==> src/rtl/uart_byte_rx_pkg.sv <==
// Shared definitions for the UART byte receiver: state encoding, default line settings,
// bit-timing formula and the even-parity helper.
package uart_byte_rx_pkg;

  typedef enum logic [2:0] {
    S_IDLE   = 3'd0,
    S_START  = 3'd1,
    S_DATA   = 3'd2,
    S_PARITY = 3'd3,
    S_STOP   = 3'd4
  } rx_state_e;

  localparam int unsigned DEF_CLK_FREQ  = 32'd50_000_000;
  localparam int unsigned DEF_BAUD_RATE = 32'd115_200;

  // Clocks per bit; shared with the matching transmitter.
  function automatic int unsigned bit_cycles(input int unsigned clk_freq, input int unsigned baud);
    return clk_freq / baud;
  endfunction

  function automatic logic even_parity(input logic [7:0] d);
    return ^d;
  endfunction

endpackage

==> src/rtl/uart_byte_rx_sync.sv <==
// Two-flop synchroniser for the asynchronous rx line; both flops reset to 1 (idle line).
module uart_byte_rx_sync (
  input  logic clk,
  input  logic rst_n,
  input  logic rx_i,
  output logic rx_s_o
);

  logic meta_q;
  logic sync_q;

  // Double-register the raw line into the clk domain.
  always_ff @(posedge clk) begin
    if (!rst_n) begin
      meta_q <= 1'b1;
      sync_q <= 1'b1;
    end else begin
      meta_q <= rx_i;
      sync_q <= meta_q;
    end
  end

  assign rx_s_o = sync_q;

endmodule

==> src/rtl/uart_byte_rx.sv <==
// 8N1 UART receiver feeding the byte packer; define UART_RX_PARITY_EN for 8E1 framing
// with a parity_error strobe (otherwise parity_error is tied low).
module uart_byte_rx
  import uart_byte_rx_pkg::*;
#(
  parameter int unsigned CLK_FREQ  = DEF_CLK_FREQ,
  parameter int unsigned BAUD_RATE = DEF_BAUD_RATE
) (
  input  logic       clk,
  input  logic       rst_n,
  input  logic       rx,
  output logic [7:0] data_8,
  output logic       data_out_enable,
  output logic       frame_error,
  output logic       parity_error,
  output logic       rx_busy
);

  localparam int unsigned BIT_CYCLES  = bit_cycles(CLK_FREQ, BAUD_RATE);
  localparam int unsigned HALF_CYCLES = BIT_CYCLES / 2;
  localparam int          CNT_W       = $clog2(BIT_CYCLES);
  localparam logic [CNT_W-1:0] BIT_LAST  = CNT_W'(BIT_CYCLES - 1);
  localparam logic [CNT_W-1:0] HALF_LAST = CNT_W'(HALF_CYCLES - 1);
  localparam logic [CNT_W-1:0] CNT_ONE   = CNT_W'(1);

  rx_state_e        state_q;
  logic [CNT_W-1:0] cnt_q;
  logic [2:0]       bit_idx_q;
  logic [7:0]       shreg_q;
  logic             rx_s;
  logic             sample_s;

  uart_byte_rx_sync u_sync (
    .clk    (clk),
    .rst_n  (rst_n),
    .rx_i   (rx),
    .rx_s_o (rx_s)
  );

  // START samples mid-bit to find the centre; every later bit is one full period on.
  assign sample_s = (state_q == S_START) ? (cnt_q == HALF_LAST) : (cnt_q == BIT_LAST);
  assign rx_busy  = (state_q != S_IDLE);

`ifdef UART_RX_PARITY_EN
  logic perr_q;
  logic parity_error_q;
  assign parity_error = parity_error_q;
`else
  assign parity_error = 1'b0;
`endif

  // Frame FSM with counters, shift register and registered output strobes.
  always_ff @(posedge clk) begin
    if (!rst_n) begin
      state_q         <= S_IDLE;
      cnt_q           <= '0;
      bit_idx_q       <= 3'd0;
      shreg_q         <= 8'd0;
      data_8          <= 8'd0;
      data_out_enable <= 1'b0;
      frame_error     <= 1'b0;
`ifdef UART_RX_PARITY_EN
      perr_q          <= 1'b0;
      parity_error_q  <= 1'b0;
`endif
    end else begin
      data_out_enable <= 1'b0;
      frame_error     <= 1'b0;
`ifdef UART_RX_PARITY_EN
      parity_error_q  <= 1'b0;
`endif
      case (state_q)
        S_IDLE: begin
          cnt_q <= '0;
          if (!rx_s) begin
            state_q <= S_START;
          end
        end
        S_START: begin
          if (sample_s) begin
            cnt_q     <= '0;
            bit_idx_q <= 3'd0;
            state_q   <= rx_s ? S_IDLE : S_DATA;
          end else begin
            cnt_q <= cnt_q + CNT_ONE;
          end
        end
        S_DATA: begin
          if (sample_s) begin
            cnt_q              <= '0;
            shreg_q[bit_idx_q] <= rx_s;
            if (bit_idx_q == 3'd7) begin
`ifdef UART_RX_PARITY_EN
              state_q <= S_PARITY;
`else
              state_q <= S_STOP;
`endif
            end else begin
              bit_idx_q <= bit_idx_q + 3'd1;
            end
          end else begin
            cnt_q <= cnt_q + CNT_ONE;
          end
        end
`ifdef UART_RX_PARITY_EN
        S_PARITY: begin
          if (sample_s) begin
            cnt_q   <= '0;
            perr_q  <= (rx_s != even_parity(shreg_q));
            state_q <= S_STOP;
          end else begin
            cnt_q <= cnt_q + CNT_ONE;
          end
        end
`endif
        S_STOP: begin
          // Leave at mid-stop so a following start edge is never missed.
          if (sample_s) begin
            cnt_q       <= '0;
            state_q     <= S_IDLE;
            frame_error <= ~rx_s;
`ifdef UART_RX_PARITY_EN
            parity_error_q <= perr_q;
            perr_q         <= 1'b0;
            if (rx_s && !perr_q) begin
              data_8          <= shreg_q;
              data_out_enable <= 1'b1;
            end
`else
            if (rx_s) begin
              data_8          <= shreg_q;
              data_out_enable <= 1'b1;
            end
`endif
          end else begin
            cnt_q <= cnt_q + CNT_ONE;
          end
        end
        default: begin
          state_q <= S_IDLE;
          cnt_q   <= '0;
        end
      endcase
    end
  end

endmodule

==> config.mk <==
export PLATFORM = sky130hd
export DESIGN_NAME = uart_byte_rx
export DESIGN_NICKNAME = d
export VERILOG_FILES = /design/src/rtl/uart_byte_rx_pkg.sv /design/src/rtl/uart_byte_rx_sync.sv /design/src/rtl/uart_byte_rx.sv
export SDC_FILE = /design/constraint.sdc
export NUM_CORES = 1
export LEC_CHECK = 0
export ABC_AREA = 1
export CAP_MARGIN = 20
export CORE_ASPECT_RATIO = 0.8
export CORE_UTILIZATION = 45
export DETAILED_ROUTE_END_ITERATION = 8
export PLACE_DENSITY_LB_ADDON = 0.1
export SLEW_MARGIN = 5
export SYNTH_ARGS = -nofsm -noshare
export SYNTH_HDL_FRONTEND = slang
export SYNTH_SLANG_ARGS = --single-unit
==> constraint.sdc <==
create_clock -name clk -period 2.1 [get_ports clk]
set_input_delay 0.21 -clock clk [delete_from_list [all_inputs] [get_ports clk]]
set_output_delay 0.21 -clock clk [all_outputs]
set_load 0.05 [all_outputs]
==> results of run 1 <==
==> flip-flops by register name, indices dropped and copies added, names as in the netlist <==
name / flops
cnt_q: 9
shreg_q: 8
data_8: 8
bit_idx_q: 3
data_out_enable: 1
state_q: 3
frame_error: 1
u_sync.rx_s_o: 1
u_sync.meta_q: 1
==> how the worst min path moves through the flow <==
stage	start	end	slack [ns]
after floorplan	rx	u_sync.meta_q$_SDFF_PN1_	0.32
after global placement	u_sync.meta_q$_SDFF_PN1_	u_sync.rx_s_o$_SDFF_PN1_	0.42
after detailed placement	u_sync.meta_q$_SDFF_PN1_	u_sync.rx_s_o$_SDFF_PN1_	0.40
after CTS	u_sync.meta_q$_SDFF_PN1_	u_sync.rx_s_o$_SDFF_PN1_	0.42
after global routing	u_sync.meta_q$_SDFF_PN1_	u_sync.rx_s_o$_SDFF_PN1_	0.43
final	u_sync.meta_q$_SDFF_PN1_	u_sync.rx_s_o$_SDFF_PN1_	0.42
==> Yosys cell counts (all sizes together) <==
| cell | instances | area share [%] |
|---|---|---|
| nand2 | 58 | 13 |
| nor2 | 56 | 13 |
| dfxtp | 35 | 40 |
| inv | 34 | 7.4 |
| nand3 | 24 | 7.8 |
| a21oi | 15 | 4.3 |
| nand4 | 8 | 2.8 |
| nor3 | 5 | 2.1 |
| buf | 4 | 1.6 |
| xor2 | 4 | 2.0 |
| clkbuf | 3 | 0.64 |
| ha | 3 | 2.1 |
| or2 | 3 | 1.1 |
| nand3b | 2 | 0.85 |
| nor4 | 2 | 0.71 |
| clkinv | 1 | 0.21 |
| conb | 1 | 0.21 |
| nor3b | 1 | 0.43 |
| o21ai | 1 | 0.28 |
==> through the flow <==
stage	cells	hold WS [ns]
after floorplan	260	0.317
after global placement	319	0.417
after detailed placement	319	0.400
after CTS	327	0.419
after global routing	327	0.429
final	327	0.420
==> report_power, final <==
part           internal [mW]  leakage, nW  switching (mW)  total [mW]
Clock                  0.384       0.0612           0.252       0.636
Combinational          0.142        0.481           0.313       0.455
Sequential             0.693        0.283          0.0480       0.741
==> cells by family (layout without fill, tap and decap cells) <==
group,count (synthesis),count (layout)
adders and majority gates,3,3
xor gates and xnor gates,4,4
and+or+nand+nor,159,159
AOI/OAI and AO/OA,16,16
DFF,35,35
buffers and inverters,42,57
other,1,1
==> layer usage <==
layer | routed length, um | share of wire (%)
met5 | 0 | 0
met1 | 2100 | 58
met3 | 204 | 5.7
met4 | 27 | 0.75
met2 | 1260 | 35
==> area by class of cell <==
type / count / area [um^2]
clock buffer: 6 / 82.6
clock inverter: 2 / 35.0
fill: 366 / 1550
inverter: 35 / 134
multi-input combinational: 183 / 885
sequential: 35 / 701
tap: 52 / 65.1
timing repair buffer: 14 / 138
==> cells in the final DEF (no fill, tap or decap) <==
| cell type | Yosys | final |
|---|---|---|
| or2_2 | 2 | 2 |
| clkinv_1 | 1 | 1 |
| o21ai_0 | 1 | 1 |
| inv_4 | 1 | 1 |
| or2_1 | 1 | 1 |
| ha_1 | 3 | 3 |
| clkbuf_8 | 0 | 6 |
| bufinv_16 | 0 | 1 |
| clkdlybuf4s50_1 | 0 | 13 |
| conb_1 | 1 | 1 |
| nor3_1 | 4 | 4 |
| nor2_1 | 54 | 54 |
| nor3_4 | 1 | 1 |
| nand2_4 | 1 | 1 |
| inv_1 | 30 | 30 |
| nand3_1 | 22 | 22 |
| inv_2 | 3 | 3 |
| xor2_1 | 4 | 4 |
| nand3b_1 | 2 | 2 |
| buf_4 | 1 | 1 |
| nor4_1 | 2 | 2 |
| nor2_4 | 2 | 2 |
| nand2_1 | 57 | 57 |
| nor3b_1 | 1 | 1 |
| nand3_2 | 1 | 1 |
| clkinv_2 | 0 | 1 |
| nand3_4 | 1 | 1 |
| nand4_1 | 8 | 8 |
| dfxtp_1 | 35 | 35 |
| a21oi_1 | 15 | 15 |
==> critical path: stages (launching register included) <==
cell and delay (ns):
dfxtp_1 0.50, inv_1 0.07, nand2_1 0.11, clkdlybuf4s50_1 0.81
==> metrics.md, run 1 <==
| Metric | Value |
|---|---|
| Routed Antenna Nets | `0` |
| GRT overflow | `0` |
| Placed instance area | `1920 um^2` |
| R2R setup slack | `0.46 ns` |
| RSZ-0062 raised after global routing | `no` |
| Die Wd | `71.9 um` |
| Layout area overhead | `16.0%` |
| Compound-Gate Fraction of Synth Area | `4.56%` |
| Total GRT Usage | `19.3%` |
| Final Hold Fails | `0` |
| Drt first pass iters | `4` |
| Initial drt markers | `91` |
| Setup crit start | `state_q[0]$_SDFFE_PN0P_` |
| Final setup vio count | `0` |
| Core area | `3590 um^2` |
| Clock transition at path regs | `0.07 ns` |
| CP Launch Type | `register` |
| Cts hold-fix bufs | `0` |
| Crit Path Class | `reg2out` |
| Chip height | `57.9 um` |
| Slew at the pin closest to its max-slew limit | `0.526 ns` |
| Drc violations | `0` |
| Lkg Pwr | `0.825 nW` |
| Post-CTS resize count | `0` |
| Setup_tns | `0 ns` |
| Met1 GRT Util | `29.5%` |
| TritonCTS Buffers | `5` |
| Synthesized cell area | `1760 um^2` |
| Total Power | `1.83 mW` |
| Via density | `4.68` |
| Final Instance Area | `2040 um^2` |
| Register area share after synthesis | `39.9%` |
| Clk root buf | `clkbuf_8` |
| Met3 Usage GRT | `7.48%` |
| Syn Area/Cell | `6.76 um^2` |
| Synth warn | `0` |
| Worst reg2reg path depth | `11` |
| Crit path DAT | `1.78 ns` |
| Grt met2 use | `24.0%` |
| FP Rows | `19` |
| Crit path to | `rx_busy` |
| First-pass GRT wire length | `5960 um` |
| R2R Path Start | `state_q[2]$_SDFFE_PN0P_` |
| Max Clock Freq | `504 MHz` |
| Syn_nets | `266` |
| PwrDens | `898 nW/um^2` |
| CTS tree | `yes` |
| Port-buffer cells | `13` |
| Fin crit period | `1.99 ns` |
| Worst Hold Class | `reg2reg` |
| Synth cell types | `30` |
| Max Clock Skew | `0.00331 ns` |
| MaxCap Viol Count | `0` |
| Initial antenna violation count | `0` |
| Routed wire length | `3590 um` |
| CP Max Fanout | `8` |
| CTS sink cnt | `35` |
| Htree depth | `2` |
| Endpoint class of the critical path | `primary output` |
| Final core utilization | `56.8%` |
| Fin nets | `280` |
| Via count | `1530` |
| Pins over their slew limit | `0` |
| Simple-Gate Fraction of Synth Area | `41.4%` |
| Mux cell area share after synthesis | `0%` |
| DR WL/cell | `11.0 um` |
| IO Count | `15` |
| Clock Path Buffers | `2` |
| VDD IR-drop max | `669 uV` |
| Most Used Layer, Global Route | `met1` |
| Run status | `finished clean` |
| Synth Area in Adders | `2.14%` |
| Cell count after synthesis | `260` |
| Post-CTS Setup Inserts | `0` |
| RePlAce Congestion | `0.864` |
| Share of post-route cells with drive strength above 1 | `7.64%` |
| Max_slew headroom | `64.8%` |
| Largest family of logic cells by synthesized area | `simple AND/OR/NAND/NOR gates` |
| Die footprint | `4160 um^2` |
| Period utilization | `94.5%` |
| Hold path depth | `1` |
| Placement Setup Slack | `0.435 ns` |
| Data required, critical path | `1.89 ns` |
| RR Endpoint | `bit_idx_q[0]$_SDFFE_PN0P_` |
| Final HPWL DP | `2570 um` |
| Synthesis-stage register bit count | `35` |
| Final worst slack | `0.115 ns` |
| Vias in the first global route | `1271` |
| Post-synthesis xor/xnor area fraction | `1.99%` |
| Later-pin clock latency in the skew report | `0.29 ns` |
| Starting density of the core | `49.0%` |
| Pin count of the biggest net entering global routing | `18` |
| Antenna Cells | `0` |
(Power assumes the default switching activity.)
==> run 2, diff against run 1 <==
--- a/config.mk
+++ b/config.mk
@@ -8,9 +8,9 @@
 export ABC_AREA = 1
 export CAP_MARGIN = 20
 export CORE_ASPECT_RATIO = 0.8
-export CORE_UTILIZATION = 45
+export CORE_UTILIZATION = 35
 export DETAILED_ROUTE_END_ITERATION = 8
-export PLACE_DENSITY_LB_ADDON = 0.1
+export PLACE_DENSITY = 0.55
 export SLEW_MARGIN = 5
 export SYNTH_ARGS = -nofsm -noshare
 export SYNTH_HDL_FRONTEND = slang
==> metrics.md, run 2 (synthesis gave the netlist of run 1 again) <==
| Metric | Value |
|---|---|
| Die Wd | `81.2 um (was 71.9 um)` |
| CP Launch Type | `register (unchanged)` |
| Fin crit period | `1.97 ns (was 1.99 ns)` |
| Slowest Stage Delay on Critical Path | `0.80 ns (was 0.81 ns)` |
| Placement Setup Slack | `0.447 ns (was 0.435 ns)` |
| Layout area overhead | `16.3% (was 16.0%)` |
| Most frequent cells in the layout | `57 x nand2_1, 54 x nor2_1, 35 x dfxtp_1 (unchanged)` |
| Initial antenna violation count | `0 (unchanged)` |
| FP Rows | `22 (was 19)` |
| Drc violations | `0 (unchanged)` |
| RePlAce Congestion | `0.834 (was 0.864)` |
| Clk root buf | `clkbuf_8 (unchanged)` |
| Via count | `1536 (was 1530)` |
| Cts hold-fix bufs | `0 (unchanged)` |
| Largest Register | `cnt_q (unchanged)` |
| RSZ-0062 raised after global routing | `no (unchanged)` |
| Htree depth | `2 (unchanged)` |
| Pin count of the biggest net entering global routing | `18 (unchanged)` |
| Setup_tns | `0 ns (unchanged)` |
| Clock Path Buffers | `2 (unchanged)` |
| Max Clock Freq | `508 MHz (was 504 MHz)` |
| First-pass GRT wire length | `6190 um (was 5960 um)` |
| Share of post-route cells with drive strength above 1 | `7.64% (unchanged)` |
| Met2 wire len | `1230 um (was 1260 um)` |
| Lkg Pwr | `0.822 nW (was 0.825 nW)` |
| GRT overflow | `0 (unchanged)` |
| CTS sink cnt | `35 (unchanged)` |
| Worst Hold Class | `reg2reg (unchanged)` |
| Critical-path cell list | `inv_1 -> nand2_1 -> clkdlybuf4s50_1 (unchanged)` |
| Die footprint | `5310 um^2 (was 4160 um^2)` |
| Top Registers | `cnt_q (9), data_8 (8), shreg_q (8) (unchanged)` |
| Worst path bufs/invs | `2 (unchanged)` |
| Commonest non-fill, non-tap cell in the layout | `nand2_1 (unchanged)` |
| MaxCap Viol Count | `0 (unchanged)` |
| Later-pin clock latency in the skew report | `0.29 ns (about the same)` |
| Max Used Layer | `met4 (unchanged)` |
| Crit path DAT | `1.76 ns (was 1.78 ns)` |
| Slowest CP cell | `clkdlybuf4s50_1 (unchanged)` |
| Data required, critical path | `1.89 ns (about the same)` |
| TritonCTS Buffers | `5 (unchanged)` |
| IO Count | `15 (unchanged)` |
| Post-CTS Setup Inserts | `0 (unchanged)` |
| CP top delay family | `buffers and inverters (unchanged)` |
| Final worst slack | `0.133 ns (was 0.115 ns)` |
| Vias in the first global route | `1341 (was 1271)` |
| Post-CTS resize count | `0 (unchanged)` |
| Starting density of the core | `37.3% (was 49.0%)` |
| CP Max Fanout | `8 (unchanged)` |
| WL met1 | `2090 um (was 2100 um)` |
| Final Instance Area | `2040 um^2 (about the same)` |
| Final Hold Fails | `0 (unchanged)` |
| Met3 wire length | `162 um (was 204 um)` |
| Placed instance area | `1930 um^2 (was 1920 um^2)` |
| Clock transition at path regs | `0.08 ns (was 0.07 ns)` |
| Chip height | `65.4 um (was 57.9 um)` |
| CTS tree | `yes (unchanged)` |
| Max Clock Skew | `0.0140 ns (was 0.00331 ns)` |
| Fin nets | `280 (unchanged)` |
| Initial drt markers | `78 (was 91)` |
| Core area | `4710 um^2 (was 3590 um^2)` |
| Run status | `finished clean (unchanged)` |
| VDD IR-drop max | `558 uV (was 669 uV)` |
| Final setup vio count | `0 (unchanged)` |
| Pins over their slew limit | `0 (unchanged)` |
| Final HPWL DP | `2610 um (was 2570 um)` |
| DR WL/cell | `10.5 um (was 11.0 um)` |
| Crit Path Class | `reg2out (unchanged)` |
| Routed wire length | `3510 um (was 3590 um)` |
| Period utilization | `93.7% (was 94.5%)` |
| Drt first pass iters | `4 (unchanged)` |
| Endpoint class of the critical path | `primary output (unchanged)` |
| Total GRT Usage | `15.6% (was 19.3%)` |
| Antenna Cells | `0 (unchanged)` |
| Max reg flops | `9 (unchanged)` |
| Port-buffer cells | `13 (unchanged)` |
| PwrDens | `877 nW/um^2 (was 898 nW/um^2)` |
| Via density | `4.59 (was 4.68)` |
| Routed Antenna Nets | `0 (unchanged)` |
[run 2: worst paths after layout]
kind,startpoint,to,slack (ns),depth (start not counted)
worst min register to register,u_sync.meta_q$_SDFF_PN1_,u_sync.rx_s_o$_SDFF_PN1_,0.42,1
worst max register to register,state_q[2]$_SDFFE_PN0P_,bit_idx_q[1]$_SDFFE_PN0P_,0.49,10
worst max-delay path,state_q[0]$_SDFFE_PN0P_,rx_busy,0.13,3
worst min-delay path,u_sync.meta_q$_SDFF_PN1_,u_sync.rx_s_o$_SDFF_PN1_,0.42,1
[run 2: per-stage QoR]
stage	util, %	hold slack, ns	total power, mW	std cells
floorplan	-	0.317	1.11	260
global placement	41.0	0.401	1.22	327
detailed placement	41.0	0.409	1.21	327
CTS	43.4	0.420	1.81	335
global route	43.4	0.423	1.92	335
finish	43.4	0.416	1.79	335
[run 2: area by class of cell]
class / count / area, um^2
inverter: 35 / 134
clock inverter: 3 / 43.8
multi-input combinational: 183 / 885
sequential: 35 / 701
fill: 499 / 2660
timing repair buffer: 14 / 138
clock buffer: 5 / 68.8
tap: 60 / 75.1
[run 2: where the power goes]
| part | internal (mW) | leakage (nW) | switching, mW |
|---|---|---|---|
| clock network | 0.353 | 0.0581 | 0.247 |
| logic | 0.142 | 0.481 | 0.309 |
| registers | 0.693 | 0.283 | 0.0478 |
| total | 1.19 | 0.822 | 0.604 |
[run 2: per-layer routing]
metal / track usage (%) / vias up
li1: - / 851
met1: 23.2 / 645
met2: 20.3 / 38
met3: 4.72 / 2
met4: 6.70 / 0
met5: 0 / -
==> run 3, diff against run 2 <==
--- a/config.mk
+++ b/config.mk
@@ -9,6 +9,7 @@
 export CAP_MARGIN = 20
 export CORE_ASPECT_RATIO = 0.8
 export CORE_UTILIZATION = 35
+export CTS_CLUSTER_SIZE = 10
 export DETAILED_ROUTE_END_ITERATION = 8
 export PLACE_DENSITY = 0.55
 export SLEW_MARGIN = 5
==> constraint.sdc (replaced) <==
create_clock -name clk -period 2 [get_ports clk]
set_input_delay 0.2 -clock clk [delete_from_list [all_inputs] [get_ports clk]]
set_output_delay 0.2 -clock clk [all_outputs]
set_load 0.05 [all_outputs]
==> metrics.md, run 3 (synthesis gave the netlist of run 1 again) <==
| Metric | Value |
|---|---|
| Post-CTS resize count | `0 (unchanged)` |
| Fin crit period | `1.63 ns` |
| Commonest non-fill, non-tap cell in the layout | `nand2_1 (unchanged)` |
| Critical-path cell list | `nor2_4 -> nand2_4 -> inv_2 -> nand2_1 -> nand2_1 -> nand3_4 -> inv_4 -> nand2_1 -> nor2_1 -> nor2_1 (was inv_1 -> nand2_1 -> clkdlybuf4s50_1)` |
| Pint | `1.37 mW (was 1.19 mW)` |
| Pins over their slew limit | `0 (unchanged)` |
| Layout Cells excl Fill | `336 (was 335)` |
| GRT overflow | `0 (unchanged)` |
| Met3 Usage GRT | `4.17% (was 4.72%)` |
| Net switching power | `0.658 mW (was 0.604 mW)` |
| DR WL/cell | `10.9 um (was 10.5 um)` |
| Crit Path Class | `reg2reg (was reg2out)` |
| Clock power frac | `38.1% (was 33.5%)` |
| Pin count of the biggest net entering global routing | `19 (was 18)` |
| Worst Hold Class | `reg2reg (unchanged)` |
| Via count | `1536 (unchanged)` |
| Clk root buf | `clkbuf_8 (unchanged)` |
| Most frequent cells in the layout | `57 x nand2_1, 54 x nor2_1, 35 x dfxtp_1 (unchanged)` |
| Clock transition at path regs | `0.08 ns (about the same)` |
| Antenna Cells | `0 (unchanged)` |
| Routed wire length | `3660 um (was 3510 um)` |
| CP Launch Type | `register (unchanged)` |
| CTS tree | `yes (unchanged)` |
| Chip height | `65.4 um (unchanged)` |
| Clock Path Buffers | `2 (unchanged)` |
| PwrDens | `977 nW/um^2 (was 877 nW/um^2)` |
| Layout area overhead | `17.9% (was 16.3%)` |
| Die Wd | `81.2 um (unchanged)` |
| Top Registers | `cnt_q (9), data_8 (8), shreg_q (8) (unchanged)` |
| RSZ-0062 raised after global routing | `no (unchanged)` |
| Placed instance area | `1940 um^2 (was 1930 um^2)` |
| Starting density of the core | `37.3% (unchanged)` |
| Sequential group share of total power | `38.4% (was 41.3%)` |
| Slowest Stage Delay on Critical Path | `0.37 ns (was 0.80 ns)` |
| Crit path DAT | `1.82 ns (was 1.76 ns)` |
| Data required, critical path | `2.19 ns (was 1.89 ns)` |
| CP Max Fanout | `17 (was 8)` |
| Cells after DPL | `328 (was 327)` |
| Lkg Pwr | `0.835 nW (was 0.822 nW)` |
| Cts hold-fix bufs | `0 (unchanged)` |
| Run status | `finished clean (unchanged)` |
| Vias in the first global route | `1420 (was 1341)` |
| TritonCTS Buffers | `5 (unchanged)` |
| Initial drt markers | `130 (was 78)` |
| Later-pin clock latency in the skew report | `0.29 ns (about the same)` |
| Core area | `4710 um^2 (unchanged)` |
| Worst path bufs/invs | `2 (unchanged)` |
| Final Hold Fails | `0 (unchanged)` |
| Endpoint class of the critical path | `register (was primary output)` |
| Total GRT Usage | `16.6% (was 15.6%)` |
| CTS sink cnt | `35 (unchanged)` |
| Slowest CP cell | `dfxtp_1 (was clkdlybuf4s50_1)` |
| Net Sw Frac | `32.5% (was 33.7%)` |
| Max reg flops | `9 (unchanged)` |
| Max Clock Skew | `0.00608 ns (was 0.0140 ns)` |
| VDD IR-drop max | `933 uV (was 558 uV)` |
| Crit-path most repeated cell | `nand2_1` |
| Final setup vio count | `0 (unchanged)` |
| Drc violations | `0 (unchanged)` |
| Final HPWL DP | `2690 um (was 2610 um)` |
| Initial antenna violation count | `0 (unchanged)` |
| Final Instance Area | `2070 um^2 (was 2040 um^2)` |
| Max Clock Freq | `612 MHz` |
| Grt met2 use | `21.1% (was 20.3%)` |
| Logic pwr share | `23.5% (was 25.2%)` |
| MaxCap Viol Count | `0 (unchanged)` |
| Fin nets | `281 (was 280)` |
| RePlAce Congestion | `0.807 (was 0.834)` |
| FP Rows | `22 (unchanged)` |
| Met1 GRT Util | `25.4% (was 23.2%)` |
| Routed Antenna Nets | `0 (unchanged)` |
| Largest Register | `cnt_q (unchanged)` |
| Post-CTS Setup Inserts | `0 (unchanged)` |
| Most Used Layer, Global Route | `met1 (unchanged)` |
| Via density | `4.57 (was 4.59)` |
| Drt first pass iters | `4 (unchanged)` |
| Die footprint | `5310 um^2 (unchanged)` |
| First-pass GRT wire length | `6620 um (was 6190 um)` |
| Share of post-route cells with drive strength above 1 | `8.33% (was 7.64%)` |
| Setup_tns | `0 ns (unchanged)` |
| IO Count | `15 (unchanged)` |
| Htree depth | `2 (unchanged)` |
| CP top delay family | `simple AND/OR/NAND/NOR gates (was buffers and inverters)` |
| Period utilization | `81.7%` |
| Port-buffer cells | `13 (unchanged)` |
[run 3: power groups by stage]
stage,clock network (mW),logic [mW],registers (mW)
finish,0.773,0.477,0.777
global route,0.819,0.546,0.783
CTS,0.787,0.475,0.776
detailed placement,0,0.475,0.792
global placement,0,0.478,0.792
floorplan,0,0.396,0.770
[run 3: final timing paths]
kind                          endpoint  cells after the start  slack [ns]                     start
min reg2reg   u_sync.rx_s_o$_SDFF_PN1_                      1        0.44  u_sync.meta_q$_SDFF_PN1_
min           u_sync.rx_s_o$_SDFF_PN1_                      1        0.44  u_sync.meta_q$_SDFF_PN1_
max          bit_idx_q[0]$_SDFFE_PN0P_                     10        0.37   state_q[1]$_SDFFE_PN0P_
max reg2reg  bit_idx_q[0]$_SDFFE_PN0P_                     10        0.37   state_q[1]$_SDFFE_PN0P_
[run 3: layout make-up]
class,instances,area [um^2]
clock buffer,5,68.8
clock inverter,3,67.6
inverter,35,134
sequential,35,701
tap,60,75.1
fill,474,2630
timing repair buffer,15,143
multi-input combinational,183,885
[run 3: routing by layer]
metal  wire (um)  up-vias  share of wire [%]
met5           0        -                  0
met4          64        0                1.7
met3         163        7                4.4
met2        1300       34                 35
met1        2140      647                 58
li1            -      848                  -
[run 3: per-stage QoR]
step / setup slack, ns / power (mW) / hold WS, ns / utilization, %
after floorplan: 0.517 / 1.17 / 0.307 / -
after global placement: 0.380 / 1.27 / 0.420 / 41.1
after detailed placement: 0.372 / 1.27 / 0.419 / 41.1
after CTS: 0.354 / 2.04 / 0.439 / 44.0
after global routing: 0.139 / 2.15 / 0.441 / 44.0
final: 0.367 / 2.03 / 0.435 / 44.0
